[src/rtl/uart_cmd_decoder.sv]
// Command decoder behind uart_rx: drives out_en from ON/OFF/TOGGLE bytes and queues ACK/NACK replies to uart_tx.
// Optional master-silence watchdog is compiled in with `define UART_CMD_WATCHDOG_EN.
module uart_cmd_decoder #(
  parameter logic [7:0] CMD_ON     = 8'h2A,
  parameter logic [7:0] CMD_OFF    = 8'h93,
  parameter logic [7:0] CMD_TOGGLE = 8'hC3,
  parameter logic [7:0] ACK_BYTE   = 8'h6B,
  parameter logic [7:0] NACK_BYTE  = 8'hA5
`ifdef UART_CMD_WATCHDOG_EN
  ,
  parameter int unsigned TIMEOUT_CYCLES = 72000000
`endif
) (
  input  logic       clk,
  input  logic       reset,
  input  logic [7:0] data_received,
  input  logic       rx_done,
  input  logic       parity_error,
  input  logic       tx_busy,
  output logic [7:0] data_to_tx,
  output logic       start_tx,
  output logic       out_en,
  output logic       cmd_valid,
  output logic       cmd_error,
  output logic       ack_overrun,
  output logic       wdt_trip
);

  typedef enum logic [1:0] {
    IDLE     = 2'd0,
    ACK_REQ  = 2'd1,
    ACK_BUSY = 2'd2
  } state_t;

  state_t     state;
  logic       pend;
  logic [7:0] pend_byte;

  logic       accept;
  logic [7:0] reply;
  logic       en_cmd;
  logic       en_next;

  // Byte decode: accepted commands and the out_en they request.
  always_comb begin
    accept = 1'b0;
    en_cmd = out_en;
    if (rx_done && !parity_error) begin
      if (data_received == CMD_ON) begin
        accept = 1'b1;
        en_cmd = 1'b1;
      end else if (data_received == CMD_OFF) begin
        accept = 1'b1;
        en_cmd = 1'b0;
      end else if (data_received == CMD_TOGGLE) begin
        accept = 1'b1;
        en_cmd = ~out_en;
      end
    end
    reply = accept ? ACK_BYTE : NACK_BYTE;
  end

`ifdef UART_CMD_WATCHDOG_EN
  localparam int unsigned WDT_W = 27;

  logic [WDT_W-1:0] wdt_cnt;
  logic             wdt_expire;

  // A command landing on the expiry cycle takes precedence over the trip.
  assign wdt_expire = out_en && !accept && (wdt_cnt == WDT_W'(TIMEOUT_CYCLES - 1));
  assign en_next    = wdt_expire ? 1'b0 : en_cmd;

  always_ff @(posedge clk or posedge reset) begin
    if (reset) begin
      wdt_cnt  <= '0;
      wdt_trip <= 1'b0;
    end else begin
      wdt_trip <= wdt_expire;
      if (accept || !out_en || wdt_expire) begin
        wdt_cnt <= '0;
      end else begin
        wdt_cnt <= wdt_cnt + WDT_W'(1);
      end
    end
  end
`else
  assign en_next  = en_cmd;
  assign wdt_trip = 1'b0;
`endif

  // Enable/pulse registers plus the reply FSM with its one-deep pending slot.
  always_ff @(posedge clk or posedge reset) begin
    if (reset) begin
      state       <= IDLE;
      pend        <= 1'b0;
      pend_byte   <= 8'h00;
      data_to_tx  <= 8'h00;
      start_tx    <= 1'b0;
      out_en      <= 1'b0;
      cmd_valid   <= 1'b0;
      cmd_error   <= 1'b0;
      ack_overrun <= 1'b0;
    end else begin
      out_en      <= en_next;
      cmd_valid   <= accept;
      cmd_error   <= rx_done && !accept;
      ack_overrun <= 1'b0;
      case (state)
        IDLE: begin
          if (rx_done) begin
            state      <= ACK_REQ;
            data_to_tx <= reply;
            start_tx   <= 1'b1;
          end
        end
        ACK_REQ: begin
          if (tx_busy) begin
            state    <= ACK_BUSY;
            start_tx <= 1'b0;
          end
          if (rx_done) begin
            pend        <= 1'b1;
            pend_byte   <= reply;
            ack_overrun <= pend;
          end
        end
        ACK_BUSY: begin
          if (!tx_busy) begin
            if (pend) begin
              state      <= ACK_REQ;
              start_tx   <= 1'b1;
              data_to_tx <= pend_byte;
              pend       <= rx_done;
              if (rx_done) begin
                pend_byte <= reply;
              end
            end else if (rx_done) begin
              state      <= ACK_REQ;
              start_tx   <= 1'b1;
              data_to_tx <= reply;
            end else begin
              state <= IDLE;
            end
          end else if (rx_done) begin
            pend        <= 1'b1;
            pend_byte   <= reply;
            ack_overrun <= pend;
          end
        end
        default: begin
          state    <= IDLE;
          start_tx <= 1'b0;
          pend     <= 1'b0;
        end
      endcase
    end
  end

endmodule

[config.mk]
export PLATFORM = sky130hd
export DESIGN_NAME = uart_cmd_decoder
export DESIGN_NICKNAME = d
export VERILOG_FILES = /design/src/rtl/uart_cmd_decoder.sv
export SDC_FILE = /design/constraint.sdc
export NUM_CORES = 1
export LEC_CHECK = 0
export ABC_AREA = 1
export ABC_CLOCK_PERIOD_IN_PS = 3000
export CAP_MARGIN = 20
export CORE_ASPECT_RATIO = 0.7
export CORE_MARGIN = 2
export CORE_UTILIZATION = 50
export CTS_CLUSTER_DIAMETER = 50
export DETAILED_ROUTE_END_ITERATION = 10
export PLACE_DENSITY = 0.91
export SETUP_SLACK_MARGIN = 0.5
export SYNTH_ARGS = -nofsm -noshare
export SYNTH_HDL_FRONTEND = slang
export SYNTH_SLANG_ARGS = --single-unit
[constraint.sdc]
create_clock -name clk -period 3 [get_ports clk]
set_input_delay 0.9 -clock clk [delete_from_list [all_inputs] [get_ports clk]]
set_output_delay 0.9 -clock clk [all_outputs]
set_load 0.02 [all_outputs]
==> impl_metrics.tcl <==
set metrics [dict create \
    setup_viol 0 \
    slew_headroom_pct 53.44 \
    path_cells "clkdlybuf4s50_1" \
    fmax_mhz 460.0 \
    wire_per_inst_um 12.39 \
    power_uw 946.5 \
    hpwl_mm 1.756 \
    io_pins 27 \
    firstDrtPassIters 4 \
    clk_latency_ps 300 \
    holdWs_ps 507.3 \
    max_cap_violations 0 \
    cp.required_ps 2100 \
    hold_viol_final 0 \
    wl_mm 2.217 \
    gp_congestion 0.9595 \
    clock-root-buffer "clkbuf_4" \
    htreeDepth 1 \
    netlist_instances 130 \
    fin_cells 179 \
    drtIter0Drc 32 \
    finalNetCount 175 \
    highest_layer "met4" \
    gr-total-overflow 0 \
    hp-class "reg2reg" \
    grt_antenna_before_repair 0 \
    finalMaxSlewViolations 0 \
    crit_family "buffers and inverters" \
    dr_wl_met2_mm 1.017 \
    worstSetupPathType "reg2out" \
    synth_top_cell_area_share_pct 46.91 \
    status "finished, final reports clean" \
    path_buf_inv 1 \
    synthDistinctLibCells 27 \
    fin_worst_skew_ps 5.214 \
    grt_pass1_wl_mm 3.981 \
    setup_slack_ps 826.1 \
    synth_seq_cells 19 \
    tightest_slew_ps 697.6 \
    antenna_left 0 \
    dieHeight_um 41.67 \
    met3RoutedLength_um 196 \
    p_leak_nw 0.6840 \
    cp_max_fo 2 \
    grt_max_degree 20 \
    dieArea_um2 2409 \
    cts_resized 0 \
    grt_pass1_vias 921 \
    place_inst 175 \
    grt_usage_pct 21.62 \
    m1WireLength_um 966 \
    port_buffers 25 \
    fillers 153 \
    initial_utilization_pct 53.71 \
    synth_area_leaders "dfrtp_1, nand2_1, inv_1" \
    syn_to_final_growth_pct 28.89 \
    layout-drive-gt1-share_pct 7.643 \
    synth_top_area_cell "dfrtp_1" \
    ctsHoldBuffers 0 \
    rsz0062_at_grt "false" \
    num_rows 13 \
    cts_tree "yes" \
    syn_area_um2 1013 \
    post-route-drc-count 0 \
    cts_setup_buffers 0 \
    clockBufferDepth 2 \
    cp-start-kind "register" \
    slowest_delay_ps 610 \
    pre_cts_slack_ps 659.4 \
    cts_sinks 19 \
    period_share_pct 72.46 \
    coreArea_um2 1887 \
    syn_avg_cell_area_um2 7.796 \
    vdd_drop_max_mv 0.5377 \
    period_needed_ps 2174 \
    cts.clk_slew.worst_paths_ps 100 \
    ys_seq_area_share_pct 46.91 \
    power_density_nw_per_um2 724.6 \
    synth_nets 147 \
    antenna_cells 0 \
    end_kind "output port" \
    cp_slowest_cell "clkdlybuf4s50_1" \
    die_x_um 57.81 \
    yosysWarnings 0 \
    vias 905 \
    cp.arrival_ps 1270 \
    drt-vias-per-instance 5.056 \
    fin_tns_setup_ps 0 \
    cts_buffers 3 \
]
-- layout make-up --
class	instances	area, um2	area share [%]
Multi-Input combinational cell	86	437.9	33.52
Sequential cell	19	475.5	36.40
Inverter	23	88.84	6.801
Timing Repair Buffer	25	250.2	19.16
Tap cell	22	27.53	2.107
Clock buffer	4	26.28	2.011
-- metrics by stage --
step | cell area [um2] | util (%)
floorplan | 1013 | -
global placement | 1280 | 67.84
detailed placement | 1280 | 67.84
CTS | 1306 | 69.23
global route | 1306 | 69.23
finish | 1306 | 69.23
-- registers in the layout (all words and copies together), names as in the netlist --
name	cells
start_tx	1
pend	1
data_to_tx	8
pend_byte	3
cmd_valid	1
ack_overrun	1
state	2
cmd_error	1
out_en	1
-- final timing paths --
check	start	endpoint	slack, ps	depth (start not counted)
setup / recovery	data_to_tx[4]$_DFFE_PP0P_	data_to_tx[4]	830	1
hold / removal	data_to_tx[7]$_DFFE_PP0P_	data_to_tx[7]$_DFFE_PP0P_	510	2
setup reg to reg	state[0]$_DFFE_PP0P_	state[1]$_DFFE_PP0P_	1360	7
hold reg to reg	data_to_tx[7]$_DFFE_PP0P_	data_to_tx[7]$_DFFE_PP0P_	510	2
max in group asynchronous	reset	data_to_tx[1]$_DFFE_PP0P_	1560	2
min in group asynchronous	reset	data_to_tx[7]$_DFFE_PP0P_	1000	2
-- cells in the mapped netlist --
cell and instances:
ha_1 4, a21oi_1 1, o21ai_0 8, nand2_1 37, inv_4 1, nor2_1 18, o21ai_1 1, a21oi_4 1
dfrtp_1 19, buf_4 1, inv_1 21, nand2_4 1, nor3_1 1, o211ai_1 1, o31ai_1 1, clkbuf_1 1
o21a_1 1, nor2_4 1, nand3_1 3, o2111ai_1 1, a22oi_1 1, conb_1 1, nor2_2 1, o21ai_2 1
inv_2 1, or2_2 1, a21oi_2 1
-- cell families (layout without fill, tap and decap cells) --
family | Yosys count | count (layout) | synth area share, %
compound gates | 18 | 18 | 12.10
fa+ha+maj | 4 | 4 | 4.938
buf+inv | 25 | 52 | 9.877
flops | 19 | 19 | 46.91
other cells | 1 | 1 | 0.3700
simple gates | 63 | 63 | 25.80
-- routing by layer --
metal  global-route usage, %  up-vias
met5                       0        -
met4                   4.186        0
met3                   7.165        6
met2                   35.68       45
met1                   27.86      405
li1                        -      449
-- report_power, final --
| group | switching, mW | internal, mW |
|---|---|---|
| Combinational | 0.279 | 0.182 |
| Clock | 0.0745 | 0.0518 |
| Sequential | 0.0481 | 0.311 |
-- placed cells by master, fill, tap and decap left out --
| master | instances |
|---|---|
| a21oi_2 | 1 |
| or2_2 | 1 |
| clkbuf_4 | 3 |
| nor2_2 | 1 |
| o21ai_2 | 1 |
| a21oi_4 | 1 |
| clkbuf_1 | 1 |
| nand3_1 | 3 |
| nor2_4 | 1 |
| a21oi_1 | 1 |
| ha_1 | 4 |
| inv_4 | 1 |
| conb_1 | 1 |
| inv_1 | 21 |
| nand2_1 | 37 |
| o2111ai_1 | 1 |
| nand2_4 | 1 |
| inv_2 | 1 |
| o21a_1 | 1 |
| o31ai_1 | 1 |
| clkdlybuf4s50_1 | 25 |
| nor2_1 | 18 |
| nor3_1 | 1 |
| o21ai_0 | 8 |
| a22oi_1 | 1 |
| dfrtp_1 | 19 |
| o211ai_1 | 1 |
| o21ai_1 | 1 |
(Power assumes the default switching activity.)
